## src/rtl/tmds_vec_multi.sv

```systemverilog
// tmds_vec_multi: multi-channel TMDS symbol validator and error corrector.
//
// Each lane's decoded byte is re-encoded into its three legal 10-bit forms.
// The result is compared against the received symbol. A bad video beat is
// replaced with the last good byte for that lane. After HOLD_MAX consecutive
// errors the lane is marked stale, and the raw byte is passed through instead.
// A saturating, clearable counter records every output beat with any error.
//
// Pipeline: stage 1 builds the candidate symbols, stage 2 compares them, and
// stage 3 drives the corrected outputs. Latency is fixed at 3 cycles. There
// is no back-pressure.
//
// Valid semantics: in_valid qualifies enc/dec/de in the cycle it is high.
// out_valid marks the cycles where ecdec/err/stale carry a new beat. While
// out_valid is low, those outputs hold their previous values.
//
// Optional build macro VEC_CTRL_CHECK_EN: when it is defined, blanking
// (de=0) symbols are checked against the four TMDS control tokens. When it is
// not defined, blanking beats are never flagged.
module tmds_vec_multi #(
   parameter int NCH      = 3,
   parameter int CNT_W    = 16,
   parameter int HOLD_MAX = 15
) (
   input  logic               clk,
   input  logic               rst,
   input  logic               in_valid,
   input  logic               de,
   input  logic [NCH*10-1:0]  enc,
   input  logic [NCH*8-1:0]   dec,
   input  logic               clr_cnt,
   output logic               out_valid,
   output logic [NCH*8-1:0]   ecdec,
   output logic [NCH-1:0]     err,
   output logic [NCH-1:0]     stale,
   output logic [CNT_W-1:0]   err_cnt
);

   localparam logic [7:0]       HOLD    = 8'(HOLD_MAX);
   localparam logic [CNT_W-1:0] CNT_MAX = {CNT_W{1'b1}};

   // Returns the three legal encodings of a byte as {cand0, cand1, cand2}.
   function automatic logic [29:0] make_cands(input logic [7:0] d);
      logic [3:0] n1;
      logic       br;
      logic [7:0] qm;
      logic       q8;
      n1 = '0;
      for (int i = 0; i < 8; i++) n1 = n1 + {3'b000, d[i]};
      br = (n1 > 4'd4) || ((n1 == 4'd4) && !d[0]);
      qm = '0;
      qm[0] = d[0];
      for (int i = 1; i < 8; i++) qm[i] = br ? ~(qm[i-1] ^ d[i]) : (qm[i-1] ^ d[i]);
      q8 = ~br;
      return {{~q8, q8, (q8 ? qm : ~qm)}, {1'b1, q8, ~qm}, {1'b0, q8, qm}};
   endfunction

   // Stage 1 registers
   logic              v1_q, v1_d, de1_q, de1_d;
   logic [NCH*8-1:0]  dec1_q, dec1_d;
   logic [NCH*10-1:0] enc1_q, enc1_d;
   logic [NCH*30-1:0] cand1_q, cand1_d;

   // Stage 2 registers
   logic              v2_q, v2_d, de2_q, de2_d;
   logic [NCH*8-1:0]  dec2_q, dec2_d;
   logic [NCH-1:0]    ok2_q, ok2_d;

   // Stage 3 / output registers
   logic              out_valid_q, out_valid_d;
   logic [NCH*8-1:0]  ecdec_q, ecdec_d;
   logic [NCH*8-1:0]  last_good_q, last_good_d;
   logic [NCH-1:0]    err_q, err_d;
   logic [NCH-1:0]    stale_q, stale_d;
   logic [NCH*8-1:0]  run_q, run_d;
   logic [CNT_W-1:0]  err_cnt_q, err_cnt_d;

   // Stage 1: capture inputs and build the candidate symbols for each lane.
   always_comb begin
      v1_d    = in_valid;
      de1_d   = de;
      dec1_d  = dec;
      enc1_d  = enc;
      cand1_d = '0;
      for (int c = 0; c < NCH; c++) cand1_d[c*30 +: 30] = make_cands(dec[c*8 +: 8]);
   end

   // Stage 2: decide per lane whether the received symbol is legal.
   always_comb begin
      v2_d   = v1_q;
      de2_d  = de1_q;
      dec2_d = dec1_q;
      ok2_d  = '0;
      for (int c = 0; c < NCH; c++) begin
         if (de1_q) begin
            ok2_d[c] = (enc1_q[c*10 +: 10] == cand1_q[c*30 + 20 +: 10]) ||
                       (enc1_q[c*10 +: 10] == cand1_q[c*30 + 10 +: 10]) ||
                       (enc1_q[c*10 +: 10] == cand1_q[c*30 +: 10]);
         end else begin
`ifdef VEC_CTRL_CHECK_EN
            ok2_d[c] = (enc1_q[c*10 +: 10] == 10'h354) || (enc1_q[c*10 +: 10] == 10'h0AB) ||
                       (enc1_q[c*10 +: 10] == 10'h154) || (enc1_q[c*10 +: 10] == 10'h2AB);
`else
            ok2_d[c] = 1'b1;
`endif
         end
      end
   end

   // Stage 3: substitute the last good byte, track error runs and stale lanes, and count errors.
   always_comb begin
      out_valid_d = v2_q;
      ecdec_d     = ecdec_q;
      last_good_d = last_good_q;
      err_d       = err_q;
      run_d       = run_q;
      stale_d     = stale_q;
      err_cnt_d   = err_cnt_q;
      if (v2_q) begin
         for (int c = 0; c < NCH; c++) begin
            if (de2_q) begin
               if (ok2_q[c]) begin
                  ecdec_d[c*8 +: 8]     = dec2_q[c*8 +: 8];
                  last_good_d[c*8 +: 8] = dec2_q[c*8 +: 8];
                  run_d[c*8 +: 8]       = 8'd0;
                  err_d[c]              = 1'b0;
               end else begin
                  err_d[c] = 1'b1;
                  if (run_q[c*8 +: 8] != HOLD) run_d[c*8 +: 8] = run_q[c*8 +: 8] + 8'd1;
                  // A stale lane forwards raw data rather than freezing the picture.
                  ecdec_d[c*8 +: 8] = (run_d[c*8 +: 8] == HOLD) ? dec2_q[c*8 +: 8]
                                                                 : last_good_q[c*8 +: 8];
               end
            end else begin
               ecdec_d[c*8 +: 8] = dec2_q[c*8 +: 8];
               err_d[c]          = ~ok2_q[c];
            end
            stale_d[c] = (run_d[c*8 +: 8] == HOLD);
         end
         if (|err_d && (err_cnt_q != CNT_MAX)) err_cnt_d = err_cnt_q + 1'b1;
      end
      if (clr_cnt) err_cnt_d = '0;
   end

   // State registers for all three stages, with synchronous reset.
   always_ff @(posedge clk) begin
      if (rst) begin
         v1_q        <= 1'b0;
         de1_q       <= 1'b0;
         dec1_q      <= '0;
         enc1_q      <= '0;
         cand1_q     <= '0;
         v2_q        <= 1'b0;
         de2_q       <= 1'b0;
         dec2_q      <= '0;
         ok2_q       <= '0;
         out_valid_q <= 1'b0;
         ecdec_q     <= '0;
         last_good_q <= '0;
         err_q       <= '0;
         stale_q     <= '0;
         run_q       <= '0;
         err_cnt_q   <= '0;
      end else begin
         v1_q        <= v1_d;
         de1_q       <= de1_d;
         dec1_q      <= dec1_d;
         enc1_q      <= enc1_d;
         cand1_q     <= cand1_d;
         v2_q        <= v2_d;
         de2_q       <= de2_d;
         dec2_q      <= dec2_d;
         ok2_q       <= ok2_d;
         out_valid_q <= out_valid_d;
         ecdec_q     <= ecdec_d;
         last_good_q <= last_good_d;
         err_q       <= err_d;
         stale_q     <= stale_d;
         run_q       <= run_d;
         err_cnt_q   <= err_cnt_d;
      end
   end

   assign out_valid = out_valid_q;
   assign ecdec     = ecdec_q;
   assign err       = err_q;
   assign stale     = stale_q;
   assign err_cnt   = err_cnt_q;

endmodule

```

## config.mk

```make
export PLATFORM = sky130hd
export DESIGN_NAME = tmds_vec_multi
export DESIGN_NICKNAME = d
export VERILOG_FILES = /design/src/rtl/tmds_vec_multi.sv
export SDC_FILE = /design/constraint.sdc
export NUM_CORES = 1
export LEC_CHECK = 0
export BUFFER_PORTS_ARGS = -buffer_cell sky130_fd_sc_hd__buf_4
export CORE_UTILIZATION = 50
export CTS_BUF_LIST = sky130_fd_sc_hd__clkbuf_2
export DETAILED_ROUTE_END_ITERATION = 12
export PLACE_DENSITY = 0.7
export SETUP_SLACK_MARGIN = 0.05
export SLEW_MARGIN = 10
export SYNTH_ARGS = -nofsm -noshare
export SYNTH_HDL_FRONTEND = slang
export SYNTH_SLANG_ARGS = --single-unit
```

## constraint.sdc

```tcl
create_clock -name clk -period 4.2 [get_ports clk]
set_input_delay 0.42 -clock clk [delete_from_list [all_inputs] [get_ports clk]]
set_output_delay 0.42 -clock clk [all_outputs]
set_load 0.01 [all_outputs]
```

# After elaboration in Yosys (flattened, before gate mapping)
# Index checks and enable logic that the tools add are counted.
# W data, S select, Z words.
[op_classes]
add_sub_neg = 25
n_mul = 0
div = 0
order_cmp = 3
n_eq_ne = 22
n_shift = 0
n_mux = 67
n_bitwise = 51
reduce_logical = 22
[op_table]
columns = ["op", "count"]
rows = [
  ["$mux W8", 33],
  ["$eq A10 B10 Y1", 9],
  ["$mux W80", 1],
  ["$add A4 B1 Y4", 12],
  ["$eq A8 B4 Y1 const B", 6],
  ["$mux W1", 33],
  ["$not A1 Y1", 27],
  ["$add A8 B1 Y8 const B", 3],
  ["$ne A8 B4 Y1 const B", 3],
  ["$not A8 Y8", 3],
  ["$xor A1 B1 Y1", 21],
  ["$add A16 B1 Y16 const B", 1],
  ["$ne A16 B16 Y1 const B", 1],
  ["$add A3 B1 Y4", 3],
  ["$eq A4 B3 Y1 const B", 3],
  ["$gt A4 B3 Y1 const B", 3],
  ["$add A2 B1 Y3", 3],
  ["$logic_or A1 B1 Y1", 9],
  ["$reduce_and A3 Y1", 3],
  ["$add A1 B1 Y2", 3],
  ["$logic_and A1 B1 Y1", 4],
  ["$logic_not A1 Y1", 3],
  ["$reduce_or A3 Y1", 1],
  ["$reduce_and A2 Y1", 1],
  ["$reduce_or A2 Y1", 1],
]
[word_totals]
regBits = 270
latchBits = 0
ram_bits = 0
rom_bits = 0
inputBits = 59
wordCells = 209
memories = 0

# Depth between registers and ports, before layout
[logic_depth]
word_depth = 32
ltp_mapped = 12
mapped_depth_nobuf = 12

# Least setup slack after synthesis
# OpenSTA, ideal clock, no wires.
[synth_timing]
path_type = "input port to flip-flop"
start = "in dec[16]"
end = "reg cand1_q[65]"
setup_time_ps = 115
t_arrival_ps = 3843
required_time_ps = 4085
slack_ps = 243
stages = 12
path_buffers = 0
cell_sequence = "inv_1 > fa_1 > fa_1 > fa_1 > inv_1 > ha_1 > fa_1 > or3b_1 > a22oi_2 > xnor2_1 > xnor2_1 > and2_1"
[synth_between]
elab_chain_cells = 23
elab_cells_between_ends = 27
classes_between = "7 x add/sub; 1 x order compare; 1 x eq/ne; 5 x mux; 10 x bitwise; 3 x reduce/logical"
[synth_rtl]
columns = ["item", "line", "text"]
rows = [
  ["start, declared", "30", "input logic [NCH*8-1:0] dec,"],
  ["branches (longest 22 deep; another with $add A3 B1 Y4)", "-", ""],
  ["$mux W1 *", "53", "for (int i = 1; i < 8; i++) qm[i] = br ? ~(qm[i-1] ^ d[i]) : (qm[i-1] ^ d[i]);"],
  ["end signal, assigned", "169", "cand1_q <= cand1_d;"],
  ["end, declared", "62", "logic [NCH*30-1:0] cand1_q, cand1_d;"],
]
# Mark *: on every way between the ends.
# A chain may end at the register's enable or synchronous reset.

# Worst setup path after layout
# Same ends and word-level chain as after synthesis.

==> impl_results.html <==
<table>
<tr><th>Metric</th><th>Value</th></tr>
<tr><th colspan="2">Placed design</th></tr>
<tr><td>Placement-stage cell area</td><td>~13000 um^2</td></tr>
<tr><td>Worst setup timing slack at the placement stage</td><td>0.105 ns</td></tr>
<tr><td>DP HPWL</td><td>18000 um</td></tr>
<tr><td># port buffers</td><td>105</td></tr>
<tr><td>Number of placed instances, taps included</td><td>1571</td></tr>
<tr><td>Final weighted congestion in routability-driven placement</td><td>0.865</td></tr>
<tr><th colspan="2">Clock tree</th></tr>
<tr><td>Total CTS buffers</td><td>68</td></tr>
<tr><td>Post-CTS repair timing setup buffer count</td><td>0</td></tr>
<tr><td>Number of resized instances in the post-cts repair step</td><td>0</td></tr>
<tr><td>Number of clock sinks</td><td>~260</td></tr>
<tr><td>Post-CTS clock slew at the launch and capture registers of the worst setup and hold paths</td><td>0.09 ns</td></tr>
<tr><td>Later-pin clock latency in the skew report</td><td>0.80 ns</td></tr>
<tr><td>CTS root buf</td><td>sky130_fd_sc_hd__clkbuf_2</td></tr>
<tr><td>Maximum buffer depth of the clock tree</td><td>3</td></tr>
<tr><td>CTS tree</td><td>built</td></tr>
<tr><td>Number of H-tree levels</td><td>3</td></tr>
<tr><th colspan="2">Yosys</th></tr>
<tr><td>Synthesized area</td><td>11600 um^2</td></tr>
<tr><td>Number of warning messages in the yosys log</td><td>0</td></tr>
<tr><td>Mean instance size in the synthesized netlist</td><td>slightly above 9 um^2</td></tr>
<tr><td>Most used flip-flop cell after synthesis</td><td>sky130_fd_sc_hd__dfxtp_1</td></tr>
<tr><td>Number of synthesized register bits</td><td>256</td></tr>
<tr><td>Share of synthesized flip-flops with an asynchronous set or reset</td><td>0</td></tr>
<tr><td>Fraction of post-synthesis cell area in the top cell type by area</td><td>0.442</td></tr>
<tr><td>Post-Synthesis Cells</td><td>~1200</td></tr>
<tr><td>Cell variety after synth</td><td>81</td></tr>
<tr><td>Cell type contributing the most total cell area after synthesis</td><td>sky130_fd_sc_hd__dfxtp_1</td></tr>
<tr><td>Proportion of synthesized chip area in sequential cells</td><td>0.442</td></tr>
<tr><td>Number of enable flip-flop cells after synthesis</td><td>0</td></tr>
<tr><td>Main area contributors after synthesis</td><td>sky130_fd_sc_hd__dfxtp_1 (44%), sky130_fd_sc_hd__xnor2_1 (8.7%), sky130_fd_sc_hd__nor2_1 (4.0%)</td></tr>
<tr><td>Synth Net Count</td><td>1327</td></tr>
<tr><th colspan="2">Floorplan</th></tr>
<tr><td>Die height</td><td>approximately 150 um</td></tr>
<tr><td>Area inside the core boundary</td><td>22700 um^2</td></tr>
<tr><td>Standard-cell row count</td><td>55</td></tr>
<tr><td>Count of boundary I/O pins</td><td>106</td></tr>
<tr><td>Floorplan die width</td><td>154 um</td></tr>
<tr><td>Die area</td><td>between 20000 and 25000 um^2</td></tr>
<tr><td>Starting density of the core</td><td>0.511</td></tr>
<tr><th colspan="2">Critical path</th></tr>
<tr><td>CP peak stage delay</td><td>0.57 ns</td></tr>
<tr><td>Reg2Reg Capture Point</td><td>stale[1]$_SDFFE_PP0P_</td></tr>
<tr><td>Flop2flop setup slack</td><td>1.68 ns</td></tr>
<tr><td>CP delay by family, top</td><td>adder cells</td></tr>
<tr><td>Critical R2R Launch</td><td>run_q[9]$_SDFFE_PP0P_</td></tr>
<tr><td>Crit path max fanout</td><td>4</td></tr>
<tr><td>Beginning of the critical path</td><td>dec[16]</td></tr>
<tr><td>Required time reported for the critical path endpoint</td><td>a little under 5 ns</td></tr>
<tr><td>Ordered list of cells on the worst path</td><td>dlygate4sd3_1 -&gt; buf_4 -&gt; inv_1 -&gt; fa_1 -&gt; fa_1 -&gt; fa_1 -&gt; inv_1 -&gt; ha_1 -&gt; fa_1 -&gt; or3b_1 -&gt; a22oi_2 -&gt; xnor2_1 -&gt; xnor2_1 -&gt; and2_1</td></tr>
<tr><td>Critical setup path kind</td><td>primary input to flip-flop</td></tr>
<tr><td>Setup crit end kind</td><td>flip-flop</td></tr>
<tr><td>End point of the critical path</td><td>cand1_q[65]$_SDFF_PP0_</td></tr>
<tr><td>Length in cells of the worst reg-to-reg path</td><td>6</td></tr>
<tr><td>Worst path arrival time</td><td>4.62 ns</td></tr>
<tr><td>Cell repeated most along the worst path</td><td>sky130_fd_sc_hd__fa_1</td></tr>
<tr><td>Worst path bufs/invs</td><td>4</td></tr>
<tr><td>Worst Setup Start Kind</td><td>primary input</td></tr>
<tr><td>CP max stage cell</td><td>sky130_fd_sc_hd__fa_1</td></tr>
<tr><td>Count of cell instances traversed by the critical path</td><td>14</td></tr>
<tr><th colspan="2">Pwr</th></tr>
<tr><td>Combinational fraction of design power</td><td>0.201</td></tr>
<tr><td>Total power consumption of the routed design</td><td>5.60 mW</td></tr>
<tr><td>Worst supply voltage drop on vdd</td><td>0.261 mV</td></tr>
<tr><td>Internal power of the cells</td><td>approximately 3.9 mW</td></tr>
<tr><td>Clock network power share</td><td>0.296</td></tr>
<tr><td>Static leakage</td><td>approximately 5.4 nW</td></tr>
<tr><td>Portion of total power attributed to sequential cells</td><td>0.503</td></tr>
<tr><td>Power density over the cells</td><td>406 nW/um^2</td></tr>
<tr><td>Fraction of power spent switching nets</td><td>0.295</td></tr>
<tr><td>Net switching power</td><td>around 1.7 mW</td></tr>
<tr><th colspan="2">Route</th></tr>
<tr><td>Post-route antenna net violation count</td><td>0</td></tr>
<tr><td>Average wire per cell in the routed design</td><td>~16 um</td></tr>
<tr><td>Drt total wl</td><td>roughly 27000 um</td></tr>
<tr><td>DRC</td><td>0</td></tr>
<tr><td>Count of vias placed by the detailed router</td><td>roughly 9400</td></tr>
<tr><td>DRC marker count from the first detailed-route iteration</td><td>640</td></tr>
<tr><td>Post-detailed-route via-to-cell ratio</td><td>5.39</td></tr>
<tr><td>Iteration count of the initial detailed-routing pass</td><td>5</td></tr>
<tr><th colspan="2">Outcome</th></tr>
<tr><td>Outcome</td><td>complete, no violations</td></tr>
<tr><th colspan="2">Timing</th></tr>
<tr><td>Total setup violations reported at the end of the flow</td><td>0</td></tr>
<tr><td>Transition time at the pin with the least slew margin</td><td>1.19 ns</td></tr>
<tr><td>Number of hold violations in the final report</td><td>0</td></tr>
<tr><td>Setup repair after global routing missed its margin</td><td>no</td></tr>
<tr><td>Final critical-path share of the clock period</td><td>0.917</td></tr>
<tr><td>Max-slew violation count</td><td>0</td></tr>
<tr><td>Sum of negative setup slack</td><td>0 ns</td></tr>
<tr><td>Final setup margin</td><td>roughly 0.35 ns</td></tr>
<tr><td>Max Clock Freq</td><td>0.260 GHz</td></tr>
<tr><td>Crit path time final</td><td>3.85 ns</td></tr>
<tr><td>Fin Clk Skew</td><td>0.0513 ns</td></tr>
<tr><td>Max-slew headroom</td><td>0.200</td></tr>
<tr><th colspan="2">Final layout</th></tr>
<tr><td>Footprint of the multi-input gates</td><td>5950 um^2</td></tr>
<tr><td>Register area</td><td>5120 um^2</td></tr>
<tr><td>Fillers</td><td>1983</td></tr>
<tr><td>Area added between synthesis and finish</td><td>18.9%</td></tr>
<tr><td>Leading cell types in the layout, fill and taps excluded</td><td>sky130_fd_sc_hd__dfxtp_1 (256), sky130_fd_sc_hd__nor2_1 (122), sky130_fd_sc_hd__buf_4 (120), sky130_fd_sc_hd__xnor2_1 (115), sky130_fd_sc_hd__clkbuf_2 (96)</td></tr>
<tr><td>Post-Layout Cell Count</td><td>1748</td></tr>
<tr><td>Ratio of cells with drive above 1 in the final layout</td><td>0.181</td></tr>
<tr><td>Post-layout nets</td><td>between 1500 and 2000</td></tr>
<tr><td>Final standard cell area without fillers</td><td>13800 um^2</td></tr>
<tr><td>Most frequent standard cell in the layout excluding fill and tap cells</td><td>sky130_fd_sc_hd__dfxtp_1</td></tr>
<tr><th colspan="2">GRT</th></tr>
<tr><td>Wire length of the first global-routing pass</td><td>~45000 um</td></tr>
<tr><td>Vias in the first global route</td><td>9137</td></tr>
<tr><td>Largest net degree at the start of global routing</td><td>69</td></tr>
<tr><td>Global routing usage summed across all routing layers</td><td>0.233</td></tr>
<tr><td>Initial antenna violation count</td><td>1</td></tr>
<tr><td>Grt total ovfl</td><td>0</td></tr>
<tr><th colspan="2">Flow run</th></tr>
<tr><td>Count of maximum capacitance violations</td><td>0</td></tr>
<tr><th colspan="2">Min path</th></tr>
<tr><td>Worst min-delay path category</td><td>primary input to flip-flop</td></tr>
</table>
-- repair_timing --
| item | CTS | global route |
|---|---|---|
| hold endpoints to repair | 84 | 0 |
| endpoints found under the setup margin | 0 | 0 |
| hold buffers | 63 | 0 |
-- worst min-delay path by stage --
stage / from / endpoint / cells after the start / slack, ns
5_1_grt: clr_cnt / err_cnt[3]$_SDFFE_PP0P_ / 3 / 0.06
2_1_floorplan: dec1_q[10]$_SDFF_PP0_ / dec2_q[10]$_SDFF_PP0_ / 1 / 0.41
3_3_place_gp: dec1_q[20]$_SDFF_PP0_ / dec2_q[20]$_SDFF_PP0_ / 1 / 0.42
6_report: clr_cnt / err_cnt[10]$_SDFFE_PP0P_ / 3 / 0.10
3_5_place_dp: dec1_q[12]$_SDFF_PP0_ / dec2_q[12]$_SDFF_PP0_ / 1 / 0.42
4_1_cts: clr_cnt / err_cnt[12]$_SDFFE_PP0P_ / 3 / 0.03
-- power groups by stage --
stage / combinational, mW / clock [mW] / sequential (mW)
global placement: 1.04 / 0 / 2.87
global route: 1.25 / 1.86 / 2.84
floorplan: 0.816 / 0 / 2.84
CTS: 1.13 / 1.72 / 2.82
detailed placement: 1.08 / 0 / 2.88
finish: 1.13 / 1.66 / 2.82
-- routing by layer --
layer	GRT usage	vias up	wire length, um
met5	0	-	0
met2	0.376	237	12700
met4	0.0802	0	399
li1	-	4698	-
met3	0.0521	36	1360
met1	0.307	4458	12700
-- synth_stat cells, types with 4 or more instances --
cell type / count
sky130_fd_sc_hd__dfxtp_1: 256
sky130_fd_sc_hd__nor2_1: 123
sky130_fd_sc_hd__xnor2_1: 115
sky130_fd_sc_hd__nor2b_1: 71
sky130_fd_sc_hd__nand2_1: 68
sky130_fd_sc_hd__nand3_1: 61
sky130_fd_sc_hd__inv_1: 54
sky130_fd_sc_hd__clkbuf_1: 52
sky130_fd_sc_hd__o21ai_0: 39
sky130_fd_sc_hd__a21oi_1: 32
sky130_fd_sc_hd__and2_1: 29
sky130_fd_sc_hd__xor2_1: 24
sky130_fd_sc_hd__nand4_1: 23
sky130_fd_sc_hd__nor4_1: 20
sky130_fd_sc_hd__nor3_1: 18
sky130_fd_sc_hd__ha_1: 16
sky130_fd_sc_hd__o21ai_1: 15
sky130_fd_sc_hd__fa_1: 12
sky130_fd_sc_hd__a31oi_1: 11
sky130_fd_sc_hd__and3_1: 11
sky130_fd_sc_hd__a2111oi_2: 10
sky130_fd_sc_hd__buf_1: 10
sky130_fd_sc_hd__a22o_1: 9
sky130_fd_sc_hd__a311oi_1: 9
sky130_fd_sc_hd__buf_2: 9
sky130_fd_sc_hd__nor4_2: 9
sky130_fd_sc_hd__o221ai_1: 9
sky130_fd_sc_hd__o31ai_1: 9
sky130_fd_sc_hd__nor4bb_1: 8
sky130_fd_sc_hd__o211a_1: 7
sky130_fd_sc_hd__o32ai_1: 7
sky130_fd_sc_hd__a32oi_1: 6
sky130_fd_sc_hd__xnor3_1: 6
sky130_fd_sc_hd__a32o_1: 5
sky130_fd_sc_hd__a211o_1: 4
sky130_fd_sc_hd__o41ai_1: 4
-- worst register-to-register path: stages (launching register included) --
cell                        delay (ns)
sky130_fd_sc_hd__dfxtp_1          0.45
sky130_fd_sc_hd__ha_1             0.31
sky130_fd_sc_hd__and3_1           0.29
sky130_fd_sc_hd__nand2_1          0.23
sky130_fd_sc_hd__a311o_1          0.37
sky130_fd_sc_hd__a2111oi_0        0.60
sky130_fd_sc_hd__a22o_1           0.21
-- logic make-up (layout without fill, tap and decap cells) --
group,after synthesis,in the layout,share of synthesized area
buf+inv,132,354,0.0455
flops,256,256,0.442
xor+xnor,147,147,0.120
other cells,0,1,0
compound gates,212,212,0.140
fa+ha+maj,28,28,0.0380
simple gates,465,465,0.215
-- registers in the layout, summed over array words and instances, names as in the netlist --
name,cells
ecdec,24
de1_q,1
last_good_q,24
stale,3
enc1_q,30
v1_q,1
dec2_q,24
cand1_q,76
out_valid_d,1
run_q,24
de2_q,1
err_cnt,16
err,3
dec1_q,24
out_valid,1
ok2_q,3
-- final cells by class --
| type | count | share of cell area |
|---|---|---|
| Antenna cell | 1 | 0.000181 |
| Clock buffer | 96 | 0.0348 |
| Clock inverter | 17 | 0.00771 |
| Inverter | 56 | 0.0152 |
| Multi-Input combinational cell | 852 | 0.431 |
| Sequential cell | 256 | 0.372 |
| Tap cell | 285 | 0.0259 |
| Timing Repair Buffer | 185 | 0.113 |
-- metrics by stage --
stage,hold slack (ns),utilization
6_report,0.103,0.607
5_1_grt,0.0573,0.607
4_1_cts,0.0289,0.607
3_5_place_dp,0.420,0.554
3_3_place_gp,0.418,0.554
2_1_floorplan,0.414,-
No activity file was read; power rests on OpenSTA's default activity.
